===== config.mk =====
export PLATFORM = sky130hd
export DESIGN_NAME = nba_merge_collector
export DESIGN_NICKNAME = d
export VERILOG_FILES = /design/src/rtl/nba_merge_pkg.sv /design/src/rtl/nba_merge_fifo.sv /design/src/rtl/nba_merge_collector.sv
export SDC_FILE = /design/constraint.sdc
export NUM_CORES = 2
export LEC_CHECK = 0
export CORE_AREA = 3 3 251 253
export CTS_CLUSTER_DIAMETER = 80
export DETAILED_ROUTE_END_ITERATION = 10
export DIE_AREA = 0 0 254 256
export GPL_ROUTABILITY_DRIVEN = 0
export PLACE_DENSITY = 0.89
export SYNTH_ARGS = -nofsm -noshare
export SYNTH_HDL_FRONTEND = slang
export SYNTH_HIERARCHICAL = 1
export SYNTH_SLANG_ARGS = --single-unit

===== constraint.sdc =====
create_clock -name clk -period 32.8 [get_ports clk]
set_input_delay 3.28 -clock clk [delete_from_list [all_inputs] [get_ports clk]]
set_output_delay 3.28 -clock clk [all_outputs]
set_load 0.01 [all_outputs]

===== src/rtl/nba_merge_pkg.sv =====
// nba_merge_pkg: shared merge helper, pointer sizing and counter width for nba_merge_collector
package nba_merge_pkg;
  localparam int MAX_W = 1024;
  localparam int CONF_CNT_W = 16;
  typedef logic [MAX_W-1:0] wide_t;
  function automatic int ptr_w(input int depth);
    return depth > 1 ? $clog2(depth) : 1;
  endfunction
  function automatic wide_t apply_mask(input wide_t x, input wide_t d, input wide_t m);
    return (x & ~m) | (d & m);
  endfunction
endpackage


===== src/rtl/nba_merge_fifo.sv =====
// nba_merge_fifo: DEPTH x WIDTH register FIFO with occupancy count, head read straight from the array
module nba_merge_fifo
  import nba_merge_pkg::*;
#(
  parameter int WIDTH = 128,
  parameter int DEPTH = 4
) (
  input  logic                     clk,
  input  logic                     rst,
  input  logic                     push,
  input  logic                     pop,
  input  logic [WIDTH-1:0]         din,
  output logic [WIDTH-1:0]         dout,
  output logic                     full,
  output logic                     empty,
  output logic [$clog2(DEPTH):0]   count
);
  localparam int PW = ptr_w(DEPTH);
  localparam int CW = $clog2(DEPTH) + 1;
  logic [WIDTH-1:0] mem [DEPTH];
  logic [PW-1:0] wp, rp;
  assign dout = mem[rp];
  assign full = count == CW'(DEPTH);
  assign empty = count == '0;
  always_ff @(posedge clk or posedge rst)
    if (rst) begin
      mem <= '{default: '0};
      wp <= '0;
      rp <= '0;
      count <= '0;
    end else begin
      if (push) begin
        mem[wp] <= din;
        wp <= wp + 1'b1;
      end
      if (pop) rp <= rp + 1'b1;
      count <= count + CW'(push) - CW'(pop);
    end
endmodule


===== src/rtl/nba_merge_collector.sv =====
// nba_merge_collector: ordered two-port masked merge into staging, committed into a FIFO; NBA_MERGE_CONFLICT_EN adds conflict outputs
module nba_merge_collector
  import nba_merge_pkg::*;
#(
  parameter int WIDTH = 128,
  parameter int DEPTH = 4,
  parameter int CLEAR_ON_COMMIT = 1
) (
  input  logic                   clk,
  input  logic                   rst,
  input  logic                   w0_en,
  input  logic [WIDTH-1:0]       w0_data,
  input  logic [WIDTH-1:0]       w0_mask,
  input  logic                   w1_en,
  input  logic [WIDTH-1:0]       w1_data,
  input  logic [WIDTH-1:0]       w1_mask,
  input  logic                   commit,
  output logic                   commit_ready,
  output logic                   rd_valid,
  output logic [WIDTH-1:0]       rd_data,
  input  logic                   rd_ready,
  output logic                   overflow,
  output logic [$clog2(DEPTH):0] count
`ifdef NBA_MERGE_CONFLICT_EN
  ,
  output logic                   conflict,
  output logic [CONF_CNT_W-1:0]  conflict_cnt
`endif
);
  logic [WIDTH-1:0] stg, m0, m1, mid, merged;
  logic full, empty, pop, push;
  assign m0 = w0_en ? w0_mask : '0;
  assign m1 = w1_en ? w1_mask : '0;
  assign mid = WIDTH'(apply_mask(wide_t'(stg), wide_t'(w0_data), wide_t'(m0)));
  assign merged = WIDTH'(apply_mask(wide_t'(mid), wide_t'(w1_data), wide_t'(m1)));
  assign rd_valid = ~empty;
  assign pop = rd_valid & rd_ready;
  assign commit_ready = ~full | pop;
  assign push = commit & commit_ready;
  always_ff @(posedge clk or posedge rst)
    if (rst) begin
      stg <= '0;
      overflow <= 1'b0;
    end else begin
      stg <= (push && CLEAR_ON_COMMIT != 0) ? '0 : merged;
      overflow <= overflow | (commit & ~commit_ready);
    end
  nba_merge_fifo #(.WIDTH(WIDTH), .DEPTH(DEPTH)) u_fifo (
    .clk(clk), .rst(rst), .push(push), .pop(pop), .din(merged),
    .dout(rd_data), .full(full), .empty(empty), .count(count)
  );
`ifdef NBA_MERGE_CONFLICT_EN
  logic hit;
  assign hit = w0_en & w1_en & |(w0_mask & w1_mask);
  always_ff @(posedge clk or posedge rst)
    if (rst) begin
      conflict <= 1'b0;
      conflict_cnt <= '0;
    end else begin
      conflict <= hit;
      conflict_cnt <= conflict_cnt + CONF_CNT_W'(hit && !(&conflict_cnt));
    end
`endif
endmodule


; Yosys cells after proc, flatten, opt, wreduce, memory -nomap -nowiden
; Index checks and enable logic that the tools add are counted.
[totals]
ff_bits = 648
input_bits = 518
output_inout_bits = 134
elab_cells = 46
[classes]
add_sub_neg = 4
magnitude_cmp = 3
n_eq_ne = 1
n_mux = 9
bitwise = 18
reduce_logical = 2
[op_table]
columns = operator, n
row1 = two-way mux 128 bit, 6
row2 = bitwise AND 128 bit, 4
row3 = bitwise mux 512 bit, 1
row4 = binary-select mux 128 bit (select 2 bit), 1
row5 = demux 128 bit (select 2 bit), 1
row6 = inverter 128 bit, 2
row7 = OR 128 bit, 2
row8 = >= comparator 3 bit (second input constant), 2
row9 = inverter 2 -> 3 bit, 2
row10 = adder 2 x 1 -> 2 bit (second input constant), 2
row11 = adder 3 x 1 -> 3 bit, 1
row12 = bitwise AND 1 bit, 3
row13 = equality test 3 bit (second input constant), 1
row14 = logical NOT 3 bit, 1
row15 = < comparator 3 x 1 -> 1 bit (second input constant), 1
row16 = inverter 1 bit, 3
row17 = subtractor 3 x 1 -> 3 bit, 1
row18 = OR 1 bit, 2
row19 = logical AND 1 bit, 1

; Logic depth before layout (Yosys ltp)
[depth]
ltp_word = 7
depth_mapped = 13

; Modules after synthesis
; Netlist, hierarchy kept.
[by_module_without_submodules]
columns = mod, instances, cells_per_inst, area_each_um2, seq_area_each_um2
row1 = nba_merge_fifo, 1, 1273, 22714.3, 12987.5
row2 = nba_merge_collector, 1, 1102, 8907.3, 3228.1

; Worst setup path after synthesis
; No wires, ideal clock.
[synth_timing]
kind = in2out
from = input rd_ready
to = output commit_ready
t_arrival_ps = 3426
t_required_ps = 29520
setup_slack_ps = 26094
cell_stages = 2
path_cell_list = nand2b_4 > nand2_1
[synth_between]
elab_chain_cells = 2
[synth_lines]
columns = element, line
row1 = from (decl), nba_merge_collector.sv:21  ; input logic rd_ready,
row2 = bitwise AND 1 bit, nba_merge_collector.sv:37  ; assign pop = rd_valid & rd_ready;
row3 = OR 1 bit, nba_merge_collector.sv:38  ; assign commit_ready = ~full | pop;
row4 = to (decl), nba_merge_collector.sv:18  ; output logic commit_ready,
; No other way between the ends.

; Worst setup path after layout
; Ends and elaborated chain as after synthesis.

==> impl_metrics.csv <==
group,metric,value,unit
run_status,outcome,"completed",
worst_setup_path,cp-end-kind,"primary output",
global_route,grt_pass1_wl,133400,um
final_layout,nNetsFinal,3487,
detailed_routing,firstDrtPassIters,6,
timing,fmax,127.6,MHz
job,drv_cap,0,
detailed_routing,dr_total_vias,22301,
cts,cts_tree,"yes",
timing,tns,0,ps
worst_setup_path,cp.buffers_inverters,2,
place,place_inst,3682,
detailed_routing,routed_wl,85490,um
global_route,overflow,0,
detailed_routing,wl_per_cell,22.46,um
timing,slew_headroom,21.21,%
worst_setup_path,max_stage_delay,570,ps
power_and_ir_drop,p_comb_share,42.1,%
worst_setup_path,cp_data_arrival_time,4560,ps
detailed_routing,drc,0,
synthesis,synth_nets,2900,
worst_setup_path,crit_type,"primary input to primary output",
floorplanning,die-area,65020,um2
global_route,grt_pass1_vias,24786,
cts,post_cts.repair.setup_buffers,0,
worst_setup_path,crit_slowest_cell,"clkdlybuf4s50_1",
power_and_ir_drop,power_leakage,17.57,nW
synthesis,ys_warn_count,6,
detailed_routing,viasPerCell,5.858,
final_layout,num-fill-cells,4092,
global_route,antenna_found_initial,2,
worst_setup_path,cpMostUsedCell,"clkdlybuf4s50_1",
cts,cts_max_path_buffers,3,
final_layout,final-seq-area,16220,um2
synthesis,ys_ff_latch,648,
timing,fin_hold_ws,487.0,ps
synthesis,syn_area,31620,um2
timing,fin_skew,28.20,ps
cts,cts_resized,0,
worst_setup_path,worstPathMaxFanout,4,
power_and_ir_drop,p_seq_share,36.2,%
timing,worst_pin_slew,1182,ps
power_and_ir_drop,switching_share,31.47,%
final_layout,layout.cells.non_filler,3807,
cts,cts_num_sinks,648,
power_and_ir_drop,ir_drop,0.04926,mV
final_layout,layout_commonest_cell,"clkdlybuf4s50_1",
cts,cts_buffers,68,
final_layout,final_cell_mix,"clkdlybuf4s50_1 (649), dfrtp_1 (646), mux2_2 (512), nand2_1 (259), nor2_1 (256)",
cts,cts.htree.levels,3,
power_and_ir_drop,power.density,90.24,nW/um2
final_layout,synthToLayoutAreaGrowth,27.98,%
floorplanning,die_h,256,um
final_layout,drive_gt1_share,30.19,%
cts,clk_pin_slew,60,ps
timing,slew_violations,0,
detailed_routing,ant_nets,0,
global_route,grt_max_degree,151,
worst_setup_path,required,29520,ps
timing,hold_violations,0,
floorplanning,initial_core_util,51.62,%
worst_setup_path,start_kind,"primary input",
power_and_ir_drop,p_sw,1.149,mW
floorplanning,core_area,61260,um2
worst_setup_path,crit_family,"buffers and inverters",
timing,min_period_over_period,23.90,%
timing,min_period,7839,ps
place,io_buffers,651,
cts,hold_buffers,0,
power_and_ir_drop,finalPower,3.652,mW
synthesis,syn_inst,2375,
synthesis,synth_cell_type_count,23,
synthesis,syn_avg_cell_area,13.31,um2
worst_hold_path,min_path_type,"flop to flop",
power_and_ir_drop,p_int,2.503,mW
final_layout,multiInputGateArea,14190,um2
cts,root_buffer,"clkbuf_16",
timing,rsz0062_at_grt,"no",
synthesis,synth_seq_area_share,51.28,%
floorplanning,ios,652,
timing,setup_viol,0,
place,dp_hpwl,58610,um
worst_setup_path,crit_path_cell_trace,"clkdlybuf4s50_1, nand2b_4, nand2_1, clkdlybuf4s50_1",
cts,clkLatencyLatePin,590,ps
floorplanning,die_width,254,um
power_and_ir_drop,power_frac_clock,21.7,%
global_route,track_usage,26.08,%
detailed_routing,drtIter0Drc,1463,
floorplanning,rows,91,
worst register-to-register path, delay by kind of cell, from the launching register on:
family / cells / cell delay (ps)
compound gates: 1 / 270
mux: 1 / 530
simple gates: 2 / 660
buf+inv: 2 / 1680
flops: 1 / 460
worst paths after layout:
path,start,end,slack [ps],cells after the start
hold reg to reg,overflow,overflow,490,1
min in group asynchronous,rst,overflow,3360,2
max in group asynchronous,rst,u_fifo/rp[1],26100,5
hold / removal,overflow,overflow,490,1
setup / recovery,rd_ready,commit_ready,24960,4
setup reg to reg,u_fifo/count[1],u_fifo/mem[42],29080,6
metal layers:
| metal | vias up | routed length (um) | global-route usage [%] | part of all wire, % |
|---|---|---|---|---|
| li1 | 9863 | - | - | - |
| met1 | 11465 | 32670 | 30.65 | 38 |
| met2 | 753 | 44050 | 45.75 | 52 |
| met3 | 220 | 5111 | 5.630 | 6.0 |
| met4 | 0 | 3651 | 11.79 | 4.3 |
| met5 | - | 0 | 0 | 0 |
state kept, by name, indices dropped and copies added (netlist names):
| signal | flops |
|---|---|
| overflow | 1 |
| u_fifo/mem | 512 |
| u_fifo/count | 3 |
| u_fifo/wp | 2 |
| u_fifo/rp | 2 |
| stg | 128 |
power groups by stage:
stage / combinational, mW / sequential [mW] / clock (mW)
after detailed placement: 1.54 / 1.33 / 0
after global placement: 1.49 / 1.28 / 0
after CTS: 1.56 / 1.32 / 0.808
after global routing: 1.63 / 1.35 / 0.839
after floorplan: 0.997 / 1.25 / 0
final: 1.54 / 1.32 / 0.793
synth_stat cells (all sizes together):
cell type / n / area, um2
dfrtp: 648 / 16220
mux2: 512 / 5766
nand2: 263 / 987.2
nor2: 256 / 960.9
buf: 144 / 1097
nor3: 129 / 645.6
a221oi: 128 / 1922
and3: 128 / 800.8
mux4: 128 / 2883
clkbuf: 12 / 125.1
inv: 10 / 37.54
ha: 6 / 75.07
xnor2: 3 / 26.28
xor2: 2 / 17.52
a21boi: 1 / 7.510
a31o: 1 / 8.760
fa: 1 / 20.02
nand2b: 1 / 13.76
nor3b: 1 / 7.510
o21ai: 1 / 5.000
logic make-up (layout without fill, tap and decap cells):
group                    count (synthesis)  after routing  share of synthesized area, %
adder cells (fa/ha/maj)                  7              7                        0.3007
AND/OR/NAND/NOR                        778            778                         10.80
multiplexers                           640            640                         27.35
XOR/XNOR                                 5              5                        0.1385
other                                    0              3                             0
buffers and inverters                  166            805                         3.985
flip-flops                             648            648                         51.28
AO/OA/AOI/OAI                          131            131                         6.145
layout make-up:
class,count,share of cell area [%]
Multi-Input combinational cell,1561,35.06
Timing Repair Buffer,673,16.52
Antenna cell,3,0.01855
Clock inverter,20,0.6740
Clock buffer,102,5.073
Tap cell,790,2.442
Inverter,10,0.1237
Sequential cell,648,40.09
metrics by stage:
| stage | area (um2) | util [%] | worst slack [ps] |
|---|---|---|---|
| after detailed placement | 38140 | 62.26 | 24970 |
| after CTS | 40460 | 66.05 | 24970 |
| after global routing | 40470 | 66.06 | 24950 |
| final | 40470 | 66.07 | 24960 |
| after floorplan | 31620 | - | 15020 |
| after global placement | 38140 | 62.26 | 24970 |
Note: power is estimated with default switching activity, not from simulation.
==> variant: new RTL, config.mk and constraints unchanged <==
`WIDTH` is set to 128 in 2 places; all go to 120.
--- a/src/rtl/nba_merge_fifo.sv
+++ b/src/rtl/nba_merge_fifo.sv
@@ -3,5 +3,5 @@
   import nba_merge_pkg::*;
 #(
-  parameter int WIDTH = 128,
+  parameter int WIDTH = 120,
   parameter int DEPTH = 4
 ) (
--- a/src/rtl/nba_merge_collector.sv
+++ b/src/rtl/nba_merge_collector.sv
@@ -3,5 +3,5 @@
   import nba_merge_pkg::*;
 #(
-  parameter int WIDTH = 128,
+  parameter int WIDTH = 120,
   parameter int DEPTH = 4,
   parameter int CLEAR_ON_COMMIT = 1
Ports: changed (5 resized); port bits go from 652 to 612. No check against the original RTL was run, so the function may have changed too.
==> variant against the original RTL <==
  * Setup slack gained 0.046 ns
  * Design area shrank 5.8%
  * Fmax rose by 0.59%
  * Synthesized area is 6.7% lower
  * Sequential share of layout area fell by 0.15 points
  * Clock power shrank 1%
  * Total power down 5.3%
  * Highest routed layer unchanged
  * Sequential cell count is 40 lower
  * Wire length fell by 6.3%
  * Clock skew decreased by 0.0029 ns
==> variant: results (changes against the original RTL) <==
status completed; hpwl dp 54100 µm (-7.7%); Worst Path Arrival 4.51 ns (-0.05 ns); CP max stage cell clkdlybuf4s50_1; FILL cells 4355 (+6.4%); Post-synth EDFFs 0 (unchanged); TritonCTS buffer count 66 (-2.9%); Yosys cell types 26 (+13%); layout cells sized above 1 0.299 (-0.00245); drt pass-1 iters 5 (-1); Top Registers u_fifo/mem x480, stg x120, u_fifo/count x3; Port Buffers 611 (-6.1%); Worst slew margin 0.234 (+0.0217); Post-Syn Nets 2723 (-6.1%); Iter 0 DRT Violations 1300 (-11%); Hold Crit Class flip-flop to flip-flop; vias per inst 5.73 (-2.2%); total track usage 0.244 (-0.0168); placed cells 3505 (-4.8%); register area share after synthesis 0.516 (+0.00300); Setup Skew 0.0253 ns (-0.00290 ns); number of global-route vias before repair 22800 (-8.2%); first-pass GRT wire length 125000 µm (-6.4%); Leakage 16.6 nW (-5.7%); largest cells by area after synthesis dfrtp_1, mux2_2, mux4_2, a221oi_2, nand2_1; Synth top cells by count dfrtp_1, mux2_2, nand2_1; Mapped Cells 2230 (-6.1%); initial antenna violation count 4 (+2); pin count of the biggest net entering global routing 181 (+20%); WL final 80100 µm (-6.3%); nets@finish 3276 (-6.1%); H-tree depth 3 (unchanged); worst-path maximum fanout 4 (unchanged); CP peak stage delay 0.54 ns (-0.03 ns); routed length per instance 22.1 µm (-1.7%); Worst VDD drop 0.0577 mV (+17%)
## variant: changes by cell type in the layout (fill, tap and decap cells not counted), moves of 12 or more
cell / delta
clkdlybuf4s50_1: -40
dfrtp_1: -40
mux2_2: -32
a221oi_2: -27
a221oi_1: +19
nand2_1: -16
nor2_1: -16
nor3_1: -12
## variant: cells by family (layout without fill, tap and decap cells)
family | Yosys count | after routing | synth area share
buffers and inverters | 157 | 762 | 0.0374
adder cells (fa/ha/maj) | 7 | 7 | 0.00322
AO/OA/AOI/OAI | 123 | 123 | 0.0579
AND/OR/NAND/NOR | 730 | 730 | 0.109
multiplexers | 600 | 600 | 0.275
flip-flops | 608 | 608 | 0.516
XOR/XNOR | 5 | 5 | 0.00148
other | 0 | 4 | 0
## variant: area by class of cell
class,instances,share of cell area
flip-flops and latches,608,0.399
multi-input cells,1465,0.347
repair buffers,632,0.165
clock buffers,94,0.0517
well taps,790,0.0259
clock inverters,26,0.00955
inverters,10,0.00131
diodes,4,0.000263
## variant: through the flow
stage | setup WS, ns | cell area, µm² | power [mW]
CTS | 25.01 | 38100 | 3.49
detailed placement | 25.01 | 35800 | 2.69
floorplan | 15.93 | 29500 | 2.10
global route | 24.99 | 38100 | 3.62
finish | 25.01 | 38100 | 3.46
global placement | 24.99 | 35800 | 2.60
## variant: report_power, final
group | switching, mW | internal, mW
registers | 0.177 | 1.06
clock network | 0.307 | 0.477
logic | 0.597 | 0.839
## variant: worst paths after layout
kind	from	end	slack (ns)
setup / recovery	rd_ready	commit_ready	25.01
hold / removal	overflow	overflow	0.50
setup reg to reg	u_fifo/count[1]	u_fifo/mem[376]	28.86
hold reg to reg	overflow	overflow	0.50
max in group asynchronous	rst	u_fifo/rp[0]	26.62
min in group asynchronous	rst	stg[57]	3.33
## variant: routing by layer
| layer | GRT usage | vias up | share of wire |
|---|---|---|---|
| li1 | - | 9277 | - |
| met1 | 0.296 | 10700 | 0.39 |
| met3 | 0.0424 | 157 | 0.050 |
| met5 | 0 | - | 0 |
| met4 | 0.0949 | 0 | 0.035 |
| met2 | 0.433 | 639 | 0.52 |
